### src/rtl/dcache_port_arbiter.sv
// -----------------------------------------------------------------------------
// dcache_port_arbiter
//
// Purpose:
//   Shares the single data-cache port between the ROB store-commit path and
//   the load/store-buffer load path. One request is latched at a time and
//   drives the cache until mem_resp. The response is routed back to the
//   requester that owns the access.
//   Stores normally win. A starvation counter limits how many store grants in
//   a row can lock out a waiting load. A load that is in flight when a flush
//   arrives is completed on the cache side, but its response is discarded.
//
// Ports:
//   clk, rst           clock, synchronous active-high reset
//   flush              pipeline flush (kills waiting/in-flight loads)
//   st_req/st_addr/st_wdata/st_byte_en -> st_resp       store requester
//   ld_req/ld_addr/ld_tag -> ld_resp/ld_rdata/ld_resp_tag  load requester
//   mem_read/mem_write/mem_address/mem_wdata/mem_byte_enable -> cache
//   mem_rdata/mem_resp <- cache
// -----------------------------------------------------------------------------
module dcache_port_arbiter #(
  parameter int TAG_W        = 4,
  parameter int STARVE_LIMIT = 4
) (
  input  logic             clk,
  input  logic             rst,
  input  logic             flush,
  input  logic             st_req,
  input  logic [31:0]      st_addr,
  input  logic [31:0]      st_wdata,
  input  logic [3:0]       st_byte_en,
  output logic             st_resp,
  input  logic             ld_req,
  input  logic [31:0]      ld_addr,
  input  logic [TAG_W-1:0] ld_tag,
  output logic             ld_resp,
  output logic [31:0]      ld_rdata,
  output logic [TAG_W-1:0] ld_resp_tag,
  output logic             mem_read,
  output logic             mem_write,
  output logic [31:0]      mem_address,
  output logic [31:0]      mem_wdata,
  output logic [3:0]       mem_byte_enable,
  input  logic [31:0]      mem_rdata,
  input  logic             mem_resp
);

  localparam int             CNT_W = $clog2(STARVE_LIMIT + 1);
  localparam logic [CNT_W-1:0] LIMIT = CNT_W'(STARVE_LIMIT);

  typedef enum logic [1:0] {
    IDLE,
    ST_BUSY,
    LD_BUSY,
    LD_ABORT   // flushed load still waiting for its mem_resp
  } state_e;

  state_e           state_q, state_d;
  logic [31:0]      addr_q, addr_d;
  logic [31:0]      wdata_q, wdata_d;
  logic [3:0]       be_q, be_d;
  logic [TAG_W-1:0] tag_q, tag_d;
  logic [CNT_W-1:0] starve_q, starve_d;

  logic ld_waiting;
  logic starved;
  logic grant_st;
  logic grant_ld;

  // A flushed load is never treated as waiting, so it cannot be granted and
  // cannot add to the starvation count.
  assign ld_waiting = ld_req & ~flush;
  assign starved    = ld_waiting & (starve_q == LIMIT);
  assign grant_st   = (state_q == IDLE) & st_req & ~starved;
  assign grant_ld   = (state_q == IDLE) & ~grant_st & ld_waiting;

  // Next-state, request latch and starvation counter update.
  always_comb begin
    // NOTE: every signal gets a default before the case so no path leaves it
    // unassigned; otherwise synthesis infers a latch.
    state_d  = state_q;
    addr_d   = addr_q;
    wdata_d  = wdata_q;
    be_d     = be_q;
    tag_d    = tag_q;
    starve_d = starve_q;

    unique case (state_q)
      IDLE: begin
        if (grant_st) begin
          state_d = ST_BUSY;
          addr_d  = st_addr;
          wdata_d = st_wdata;
          be_d    = st_byte_en;
        end else if (grant_ld) begin
          state_d = LD_BUSY;
          addr_d  = ld_addr;
          wdata_d = '0;
          be_d    = 4'hF;
          tag_d   = ld_tag;
        end
      end
      ST_BUSY:  if (mem_resp) state_d = IDLE;
      LD_BUSY: begin
        if (mem_resp)   state_d = IDLE;
        else if (flush) state_d = LD_ABORT;
      end
      LD_ABORT: if (mem_resp) state_d = IDLE;
      default:  state_d = IDLE;
    endcase

    // Count consecutive store grants that bypass a waiting load; saturate so
    // the load keeps winning until it is actually granted.
    if (flush || grant_ld) begin
      starve_d = '0;
    end else if (grant_st) begin
      if (!ld_waiting)          starve_d = '0;
      else if (starve_q != LIMIT) starve_d = starve_q + CNT_W'(1);
    end
  end

  // Cache and response outputs. Everything is forced low while rst is high so
  // an access in progress is abandoned in the reset cycle itself.
  always_comb begin
    mem_read        = 1'b0;
    mem_write       = 1'b0;
    mem_address     = '0;
    mem_wdata       = '0;
    mem_byte_enable = '0;
    st_resp         = 1'b0;
    ld_resp         = 1'b0;
    ld_rdata        = '0;
    ld_resp_tag     = '0;

    if (!rst) begin
      unique case (state_q)
        ST_BUSY: begin
          mem_write       = 1'b1;
          mem_address     = addr_q;
          mem_wdata       = wdata_q;
          mem_byte_enable = be_q;
          st_resp         = mem_resp;
        end
        LD_BUSY: begin
          mem_read        = 1'b1;
          mem_address     = addr_q;
          mem_byte_enable = 4'hF;
          // A flush arriving together with the data still kills the response.
          if (mem_resp && !flush) begin
            ld_resp     = 1'b1;
            ld_rdata    = mem_rdata;
            ld_resp_tag = tag_q;
          end
        end
        LD_ABORT: begin
          // The strobe has to stay up until the cache answers.
          mem_read        = 1'b1;
          mem_address     = addr_q;
          mem_byte_enable = 4'hF;
        end
        default: ;
      endcase
    end
  end

  // NOTE: sequential state uses non-blocking assignments so every register
  // samples the pre-edge values regardless of statement order.
  always_ff @(posedge clk) begin
    if (rst) begin
      state_q  <= IDLE;
      addr_q   <= '0;
      wdata_q  <= '0;
      be_q     <= '0;
      tag_q    <= '0;
      starve_q <= '0;
    end else begin
      state_q  <= state_d;
      addr_q   <= addr_d;
      wdata_q  <= wdata_d;
      be_q     <= be_d;
      tag_q    <= tag_d;
      starve_q <= starve_d;
    end
  end

endmodule
### config.mk
export PLATFORM = sky130hd
export DESIGN_NAME = dcache_port_arbiter
export DESIGN_NICKNAME = d
export VERILOG_FILES = /design/src/rtl/dcache_port_arbiter.sv
export SDC_FILE = /design/constraint.sdc
export NUM_CORES = 1
export LEC_CHECK = 0
export CELL_PAD_IN_SITES_DETAIL_PLACEMENT = 0
export CELL_PAD_IN_SITES_GLOBAL_PLACEMENT = 2
export CORE_ASPECT_RATIO = 0.5
export CORE_MARGIN = 5
export CORE_UTILIZATION = 22
export CTS_BUF_LIST = sky130_fd_sc_hd__clkbuf_4
export CTS_CLUSTER_DIAMETER = 80
export DETAILED_ROUTE_END_ITERATION = 8
export PLACE_DENSITY_LB_ADDON = 0.1
export SKIP_CTS_REPAIR_TIMING = 1
export SYNTH_ARGS = -nofsm -noshare
export SYNTH_HDL_FRONTEND = slang
export SYNTH_SLANG_ARGS = --single-unit
export TNS_END_PERCENT = 1
### constraint.sdc
create_clock -name clk -period 2.8 [get_ports clk]
set_input_delay 0.7 -clock clk [delete_from_list [all_inputs] [get_ports clk]]
set_output_delay 0.7 -clock clk [all_outputs]
set_load 0.005 [all_outputs]
==> results of run 1 <==
## power groups by stage
| stage | combinational, mW | sequential (mW) | clock [mW] |
|---|---|---|---|
| floorplan | 0.473 | 1.25 | 0 |
| global placement | 0.874 | 1.27 | 0 |
| detailed placement | 0.871 | 1.27 | 0 |
| CTS | 0.875 | 1.24 | 0.844 |
| global route | 0.949 | 1.26 | 0.886 |
| finish | 0.865 | 1.24 | 0.786 |
## worst min path at each step
| stage | cells past startpoint | start | slack (ps) | endpoint |
|---|---|---|---|---|
| floorplan | 2 | starve_q[1]$_SDFFE_PP0P_ | 450 | starve_q[1]$_SDFFE_PP0P_ |
| global placement | 2 | starve_q[1]$_SDFFE_PP0P_ | 460 | starve_q[1]$_SDFFE_PP0P_ |
| detailed placement | 2 | starve_q[0]$_SDFFE_PP0P_ | 470 | starve_q[0]$_SDFFE_PP0P_ |
| CTS | 2 | starve_q[0]$_SDFFE_PP0P_ | 490 | starve_q[0]$_SDFFE_PP0P_ |
| global route | 2 | starve_q[1]$_SDFFE_PP0P_ | 520 | starve_q[1]$_SDFFE_PP0P_ |
| finish | 2 | starve_q[0]$_SDFFE_PP0P_ | 490 | starve_q[0]$_SDFFE_PP0P_ |
## cell families (layout without fill, tap and decap cells)
logic type,after synthesis,in the layout
AND/OR/NAND/NOR,241,241
AO/OA/AOI/OAI,112,112
flip-flops,77,77
buffers and inverters,45,305
multiplexers,4,4
adder cells (fa/ha/maj),2,2
## placed cells by master, fill, tap and decap left out, drive strengths merged, types with 4 or more instances in the layout
master	n
dfxtp	77
nand2	39
clkbuf	12
a22oi	32
mux2i	4
a211oi	33
clkdlybuf4s50	184
buf	36
nor3	9
inv	4
and2	102
dlymetal6s2s	64
a21oi	41
nor2	80
## per-layer routing
metal,global-route usage (%),vias up
met5,0,-
met4,2.77,0
met3,5.87,10
met2,23.6,130
met1,18.4,2019
li1,-,2128
## through the flow
stage / TNS (ps) / area, um^2 / total power, mW / cells
6_report: 0 / 7520 / 2.89 / 1000
5_1_grt: -141 / 7520 / 3.09 / 1000
4_1_cts: -18700 / 7190 / 2.96 / 989
3_3_place_gp: -8820 / 7030 / 2.14 / 974
3_5_place_dp: -9050 / 7030 / 2.14 / 974
2_1_floorplan: 0 / 4180 / 1.73 / 481
## registers in the layout, summed over array words and instances (netlist names)
register,count
tag_q,4
wdata_q,32
starve_q,3
addr_q,32
state_q,2
be_q,4
## worst max-delay path: cells and delay by family
family	cells	cell delay [ps]
buffers and inverters	3	850
AND/OR/NAND/NOR	2	420
## cell type report
class | count | area share, %
clock buffers | 9 | 0.899
clock inverters | 6 | 1.16
inverters | 3 | 0.150
multi-input cells | 359 | 31.5
flip-flops and latches | 77 | 20.6
well taps | 259 | 4.31
repair buffers | 287 | 41.4
==> metrics.cfg, run 1 <==
[yosys]
synth_area_leaders=dfxtp_1 37%, and2_1 15%, a211oi_2 9.3%
largest_family_of_logic_cells_by_synthesized_area=simple AND/OR/NAND/NOR gates
synth_top_cell_area_share_pct=36.9
synth_fa_ha_area_share_pct=0.599
ys_ff_latch=77
yosysWarnings=0
post_synth.cell_area_avg_um2=8.68
synth_area_um2=4180
synth_compound_area_share_pct=24.5
post_synth_xor_area_fraction_pct=0
synth.mux.area_fraction_pct=0.959
synthSimpleGateAreaFrac_pct=30.1
dominantRegCellSynth=dfxtp_1
synth_async_sr_flop_share_pct=0
synth.net_count=625
yosysTopAreaCell=dfxtp_1
post_synth_most_frequent_cells=101 x and2_1, 80 x nor2_1, 77 x dfxtp_1
syn_inst=481
synth_cell_types=35
yosysSeqAreaShare_pct=36.9
synth_most_common_cell=and2_1
synth-edff-count=0

[place]
i_o_buffers=249
gp_congestion=0.754
dp_slack_ps=-267
detailedPlacementHpwl_mm=12.3

[worst_hold_path]
timing.hold.worst.class=flip-flop to flip-flop

[sta]
relSlewSlack_pct=72.8
hold-worst-slack_ps=488
layout_min_cycle_time_ps=2690
finalCritPeriodShare_pct=96.1
grt_setup_unrepaired=true
report.final.hold_viol_count=0
timing.final.max_slew_violations=0
fmaxAchievable_mhz=372
tightest_slew_ps=408
post-route-worst-setup-slack_ps=109
setup-violations-final=0
skew_ps=18.0

[global_routing]
grt_max_degree=47
groute.usage.overall_pct=14.5
antenna_found_initial=0
vias_in_the_first_global_route=4474
grt_remaining_overflow=0
global_route_wire_length_before_repair_mm=25.2

[routing]
firstDrtPassIters=4
met1_length_mm=7.48
detail_route.wl_per_cell_um=16.9
met2RoutedLength_mm=7.93
remaining_drc_errors=0
via_count=4287
met3WireLength_mm=1.41
vias_per_cell=4.29
initialDrtViolationCount=147
highest-signal-layer=met4
antenna_left=0
route.final.wire_length_mm=16.9

[floorplanning]
die_h_um=107
initial_core_util_pct=22.5
num_io_pins=250
chipWidth_um=205
dieArea_um2=22000
rows=35
core_um2=18500

[pwr]
sequentialPowerShare_pct=42.9
power_leakage_nw=3.88
power_switching_mw=0.874
vdd_ir_drop_max_mv=0.221
cellInternalPower_mw=2.02
clock_power_share_pct=27.2
power_switching_share_pct=30.2
power.density_nw_per_um2=385
share_comb_of_total_power_pct=29.9

[clocking]
clkSinkCount=77
tritoncts.num_buffers=9
cts-root-to-sink-buffers=2
cts_tree=built
cts.clk_slew.worst_paths_ps=120
skew_pair_late_insertion_delay_ps=430
cts_htree_levels=3
clock-root-buffer=clkbuf_4

[worst_setup_path]
critical_path.startpoint_type=input pin
cp-end-kind=output port
critical_path.reg2reg.startpoint=state_q[0]$_SDFFE_PP0P_
worstPathRequired_ps=2100
maximum_cell_stage_delay_along_the_critical_path_ps=510
setup.worst_path.class=input pin to output port
critical_path_fanout_max=15
path_cells=buf_4 > nor3b_4 > buf_6 > and2_1 > clkdlybuf4s50_1
crit_end=mem_wdata[2]
worst_reg_to_reg_path_cell_count=6
crit_path_from=rst
regToRegEndpoint=addr_q[0]$_SDFFE_PP0P_
arrival_ps=1990
crit_path_top_delay_cell=clkdlybuf4s50_1
ff2ff_setup_slack_ps=1060

[cells_and_area]
antenna_cells_inserted=0
syn_to_final_growth_pct=80.1
layout.nets=881
sequential_cell_area_um2=1550
final_layout_size_suffix_gt1_share_pct=17.1
layout.core_utilization_pct=40.6
n_fill_cell=1866
multi_input_area_um2=2360

[run]
maxCapViolCount=0

[status]
run_status=completed

Power figures use the tool's default switching activity.
==> run 2: changes to the inputs <==
--- a/config.mk
+++ b/config.mk
@@ -5,11 +5,11 @@
 export SDC_FILE = /design/constraint.sdc
 export NUM_CORES = 1
 export LEC_CHECK = 0
-export CELL_PAD_IN_SITES_DETAIL_PLACEMENT = 0
-export CELL_PAD_IN_SITES_GLOBAL_PLACEMENT = 2
+export CELL_PAD_IN_SITES_DETAIL_PLACEMENT = 1
+export CELL_PAD_IN_SITES_GLOBAL_PLACEMENT = 1
 export CORE_ASPECT_RATIO = 0.5
 export CORE_MARGIN = 5
-export CORE_UTILIZATION = 22
+export CORE_UTILIZATION = 29
 export CTS_BUF_LIST = sky130_fd_sc_hd__clkbuf_4
 export CTS_CLUSTER_DIAMETER = 80
 export DETAILED_ROUTE_END_ITERATION = 8
==> metrics.cfg, run 2 (synthesis results as in run 1) <==
[place]
dp.cells=906  ; -7.0%
gp_congestion=0.777  ; +3.1%
detailed_place.area_um2=6880  ; -2.1%
i_o_buffers=249  ; unchanged
detailedPlacementHpwl_mm=11.3  ; -8.5%

[worst_hold_path]
timing.hold.worst.class=flip-flop to flip-flop
min-delay-start=starve_q[1]$_SDFFE_PP0P_
hold-path-endpoint=starve_q[1]$_SDFFE_PP0P_
holdPathStages=2  ; unchanged

[routing]
antenna_left=0  ; unchanged
vias_per_cell=4.67  ; +9.0%
detail_route.wl_per_cell_um=16.6  ; -2.1%
via_count=4314  ; +0.63%
initialDrtViolationCount=129  ; -12%
remaining_drc_errors=0  ; unchanged
firstDrtPassIters=4  ; unchanged
route.final.wire_length_mm=15.3  ; -9.6%

[worst_setup_path]
ff2ff_setup_slack_ps=1020  ; -40 ps
arrival_ps=2350  ; +360 ps
critical_path_fanout_max=37  ; +22
setup.worst_path.class=input pin to output port
worstPathRequired_ps=2100  ; about the same
cp-end-kind=output port
regToRegEndpoint=addr_q[0]$_SDFFE_PP0P_
critical_path.reg2reg.startpoint=state_q[1]$_SDFFE_PP0P_
critical_path.startpoint_type=input pin
worst_reg_to_reg_path_cell_count=6  ; unchanged

[global_routing]
grt_remaining_overflow=0  ; unchanged
global_route_wire_length_before_repair_mm=24.0  ; -4.8%
groute.usage.overall_pct=17.5  ; +3.0 points
grt_max_degree=51  ; +8.5%
vias_in_the_first_global_route=4617  ; +3.2%
antenna_found_initial=1  ; +1

[cells_and_area]
layout.nets=863  ; -2.0%
finish.instance_area_um2=7110  ; -5.5%
layout.core_utilization_pct=49.8  ; +9.2 points
sequential_cell_area_um2=1550  ; -0.24%
layout_common_cells=214 x clkdlybuf4s50_1, 101 x and2_1, 79 x nor2_1
multi_input_area_um2=2360  ; -0.37%
instances_no_fill=923  ; -7.7%
syn_to_final_growth_pct=70.2
largestRegisters=addr_q (32), wdata_q (32)
layout.cells.most_common=clkdlybuf4s50_1
final_layout_size_suffix_gt1_share_pct=14.9  ; -2.2 points
n_fill_cell=1682  ; -9.9%

[sta]
finalCritPeriodShare_pct=109  ; +13 points
timing.final.max_slew_violations=0  ; unchanged
relSlewSlack_pct=66.9  ; -6.0 points
grt_setup_unrepaired=true
tightest_slew_ps=497  ; +89.3 ps
report.final.hold_viol_count=0  ; unchanged
skew_ps=11.2  ; -6.84 ps
layout_min_cycle_time_ps=3050  ; +355 ps
setup-violations-final=4  ; +4
fmaxAchievable_mhz=328  ; -12%
post-route-worst-setup-slack_ps=-246  ; -355 ps
hold-worst-slack_ps=481  ; -6.35 ps

[clocking]
cts-root-to-sink-buffers=2  ; unchanged
cts.clk_slew.worst_paths_ps=120  ; about the same
clkSinkCount=77  ; unchanged
skew_pair_late_insertion_delay_ps=420  ; about the same
clock-root-buffer=clkbuf_4
cts_htree_levels=3  ; unchanged
tritoncts.num_buffers=9  ; unchanged
cts_tree=built

[floorplanning]
chipWidth_um=180  ; -12%
initial_core_util_pct=29.3  ; +6.7 points
rows=31  ; -11%
dieArea_um2=17000  ; -23%
die_h_um=94.8  ; -12%
core_um2=14300  ; -23%
num_io_pins=250  ; unchanged

[run]
maxCapViolCount=0  ; unchanged

[pwr]
power.density_nw_per_um2=387  ; +0.68%
vdd_ir_drop_max_mv=0.169  ; -23%
power_leakage_nw=3.21  ; -17%

[status]
violations=negative setup slack
run_status=finished with violations

==> run 2: cell types whose count changed in the layout (fill, tap and decap cells not counted), sizes merged <==
cell           before  now
clkdlybuf4s50     184  214
clkinv              1    4
diode               0    1
bufinv              2    1
clkbuf             12    9
clkinvlp            2    1
dlymetal6s2s       64   34
buf                36   21
==> run 2: worst max path at each step <==
stage,startpoint,to,slack [ps],cells after the start
floorplan,rst,mem_byte_enable[0],500,4
global placement,flush,ld_rdata[9],-260,5
detailed placement,flush,ld_rdata[8],-280,5
CTS,flush,ld_rdata[18],-290,5
global route,mem_resp,ld_rdata[13],-330,6
finish,mem_resp,ld_rdata[13],-250,6
==> run 2: stage by stage <==
step	setup slack [ps]	power (mW)	TNS (ps)
floorplan	504	1.73	0
global placement	-259	2.10	-8930
detailed placement	-278	2.12	-9300
CTS	-291	2.82	-12140
global route	-327	2.95	-1250
finish	-246	2.75	-876
==> run 2: critical path: stages <==
cell and delay [ps]:
clkdlybuf4s50_1 480, nand2_1 80, nor4_4 200, buf_12 210, and2_1 160, clkdlybuf4s50_1 500
==> run 2: final cells by class <==
| class | instances | area share, % |
|---|---|---|
| multi-input combinational | 359 | 33.1 |
| antenna | 1 | 0.0352 |
| sequential | 77 | 21.7 |
| clock inverter | 7 | 0.915 |
| timing repair buffer | 269 | 39.6 |
| tap | 198 | 3.49 |
| clock buffer | 9 | 0.951 |
| inverter | 3 | 0.158 |
==> run 2: routing by layer <==
layer  vias to the layer above  track usage [%]  share of wire (%)
met1                      2070             19.7                 41
met4                         0             3.30                1.2
met5                         -                0                  0
li1                       2095                -                  -
met3                        14             6.54                6.7
met2                       135             32.3                 51
==> run 2: report_power, final <==
part	internal, mW	switching (mW)
Sequential	1.20	0.0446
Combinational	0.441	0.391
Clock	0.268	0.412
Total	1.90	0.848
==> run 3: changes to the inputs <==
--- a/config.mk
+++ b/config.mk
@@ -13,6 +13,7 @@
 export CTS_BUF_LIST = sky130_fd_sc_hd__clkbuf_4
 export CTS_CLUSTER_DIAMETER = 80
 export DETAILED_ROUTE_END_ITERATION = 8
+export GPL_TIMING_DRIVEN = 0
 export PLACE_DENSITY_LB_ADDON = 0.1
 export SKIP_CTS_REPAIR_TIMING = 1
 export SYNTH_ARGS = -nofsm -noshare
==> constraint.sdc (replaced) <==
create_clock -name clk -period 3.8 [get_ports clk]
set_input_delay 0.95 -clock clk [delete_from_list [all_inputs] [get_ports clk]]
set_output_delay 0.95 -clock clk [all_outputs]
set_load 0.005 [all_outputs]
==> metrics.cfg, run 3 (synthesis results as in run 1) <==
[status]
run_status=completed

[pwr]
vdd_ir_drop_max_mv=0.171  ; +0.96%
power_leakage_nw=2.70  ; -16%
power.density_nw_per_um2=304  ; -21%
report.power.total_mw=2.18  ; -21%

[sta]
skew_ps=22.0  ; +10.8 ps
grt_setup_unrepaired=false
tightest_slew_ps=745  ; +248 ps
layout_min_cycle_time_ps=3580
finalCritPeriodShare_pct=94.2
post-route-worst-setup-slack_ps=221  ; +467 ps
report.final.hold_viol_count=0  ; unchanged
relSlewSlack_pct=50.3  ; -17 points
fmaxAchievable_mhz=279
timing.final.max_slew_violations=0  ; unchanged
setup-violations-final=0  ; -4

[worst_setup_path]
crit_end=ld_rdata[15]
worst_reg_to_reg_path_cell_count=6  ; unchanged
critical_path_fanout_max=10  ; -73%
cp-end-kind=output port
regToRegEndpoint=addr_q[4]$_SDFFE_PP0P_
maximum_cell_stage_delay_along_the_critical_path_ps=520  ; +20 ps
crit_path_top_delay_cell=clkdlybuf4s50_1
path_cells=dlymetal6s2s_1 > nand2_1 > nor4_4 > buf_6 > buf_2 > and2_1 > clkdlybuf4s50_1
crit_path_from=mem_resp
critical_path.startpoint_type=input pin
arrival_ps=2630  ; +280 ps
setup.worst_path.class=input pin to output port
ff2ff_setup_slack_ps=2040  ; +1020 ps
critical_path.reg2reg.startpoint=state_q[0]$_SDFFE_PP0P_
worstPathRequired_ps=2850  ; +750 ps

[clocking]
cts-root-to-sink-buffers=2  ; unchanged
clock-root-buffer=clkbuf_4
cts_tree=built
skew_pair_late_insertion_delay_ps=420  ; about the same
clkSinkCount=77  ; unchanged
cts.clk_slew.worst_paths_ps=110  ; about the same
tritoncts.num_buffers=9  ; unchanged
cts_htree_levels=3  ; unchanged

[place]
i_o_buffers=249  ; unchanged
detailedPlacementHpwl_mm=12.5  ; +11%
dp_slack_ps=-626  ; -348 ps
gp_congestion=0.750  ; -3.5%

[global_routing]
antenna_found_initial=1  ; unchanged
grt_max_degree=14  ; -73%
vias_in_the_first_global_route=4680  ; +1.4%
grt_remaining_overflow=0  ; unchanged
groute.usage.overall_pct=17.7  ; +0.20 points
global_route_wire_length_before_repair_mm=24.2  ; +0.89%

[floorplanning]
rows=31  ; unchanged
die_h_um=94.8  ; unchanged
dieArea_um2=17000  ; unchanged
initial_core_util_pct=29.3  ; unchanged
core_um2=14300  ; unchanged
num_io_pins=250  ; unchanged
chipWidth_um=180  ; unchanged

[cells_and_area]
syn_to_final_growth_pct=71.8
final_layout_size_suffix_gt1_share_pct=16.4  ; +1.5 points
layout_common_cells=246 x clkdlybuf4s50_1, 101 x and2_1, 79 x nor2_1
n_fill_cell=1691  ; +0.54%
layout.core_utilization_pct=50.3  ; +0.46 points
layout.cells.most_common=clkdlybuf4s50_1
largestRegisters=addr_q (32), wdata_q (32)
layout.nets=888  ; +2.9%

[worst_hold_path]
timing.hold.worst.class=flip-flop to flip-flop

[routing]
via_count=4386  ; +1.7%
antenna_left=0  ; unchanged
firstDrtPassIters=4  ; unchanged
remaining_drc_errors=0  ; unchanged
initialDrtViolationCount=113  ; -12%
route.final.wire_length_mm=15.9  ; +3.8%
detail_route.wl_per_cell_um=16.8  ; +1.1%
vias_per_cell=4.63  ; -0.91%

[run]
maxCapViolCount=0  ; unchanged

run 3: how the worst min path moves through the flow:
stage,startpoint,cells past startpoint,to
6_report,starve_q[1]$_SDFFE_PP0P_,2,starve_q[1]$_SDFFE_PP0P_
5_1_grt,starve_q[1]$_SDFFE_PP0P_,2,starve_q[1]$_SDFFE_PP0P_
3_5_place_dp,starve_q[1]$_SDFFE_PP0P_,2,starve_q[1]$_SDFFE_PP0P_
4_1_cts,starve_q[1]$_SDFFE_PP0P_,2,starve_q[1]$_SDFFE_PP0P_
2_1_floorplan,starve_q[1]$_SDFFE_PP0P_,2,starve_q[1]$_SDFFE_PP0P_
3_3_place_gp,starve_q[1]$_SDFFE_PP0P_,2,starve_q[1]$_SDFFE_PP0P_
run 3: cell type report:
type	instances	area, um^2	area share [%]
clock inverter	6	113	1.57
antenna	1	2.50	0.0349
inverter	3	11.3	0.157
sequential	77	1540	21.5
clock buffer	9	67.6	0.942
buffer	42	310	4.33
timing repair buffer	252	2530	35.2
tap	198	248	3.45
multi-input combinational	359	2350	32.8
run 3: worst max-delay path: cells and delay by family:
kind / cells / cell delay (ps)
buffers and inverters: 4 / 1080
AND/OR/NAND/NOR: 3 / 610
run 3: routing by layer:
metal,routed length [um],GRT usage (%),up-vias
met5,0,0,-
met4,169,3.68,0
met3,1020,5.73,13
met2,8200,33.4,138
met1,6490,19.8,2084
li1,-,-,2151
run 3: power by group:
part | internal (mW) | total (mW) | switching [mW]
Sequential | 0.882 | 0.915 | 0.0339
Clock | 0.331 | 0.636 | 0.305
Combinational | 0.337 | 0.633 | 0.296
run 3: stage by stage:
stage / setup TNS, ps / hold WS (ps) / area [um^2] / std cells
3_5_place_dp: -44240 / 474 / 6920 / 928
6_report: 0 / 488 / 7170 / 947
5_1_grt: 0 / 523 / 7170 / 947
3_3_place_gp: -42450 / 464 / 6920 / 928
2_1_floorplan: 0 / 449 / 4180 / 481
4_1_cts: -44240 / 490 / 7100 / 943
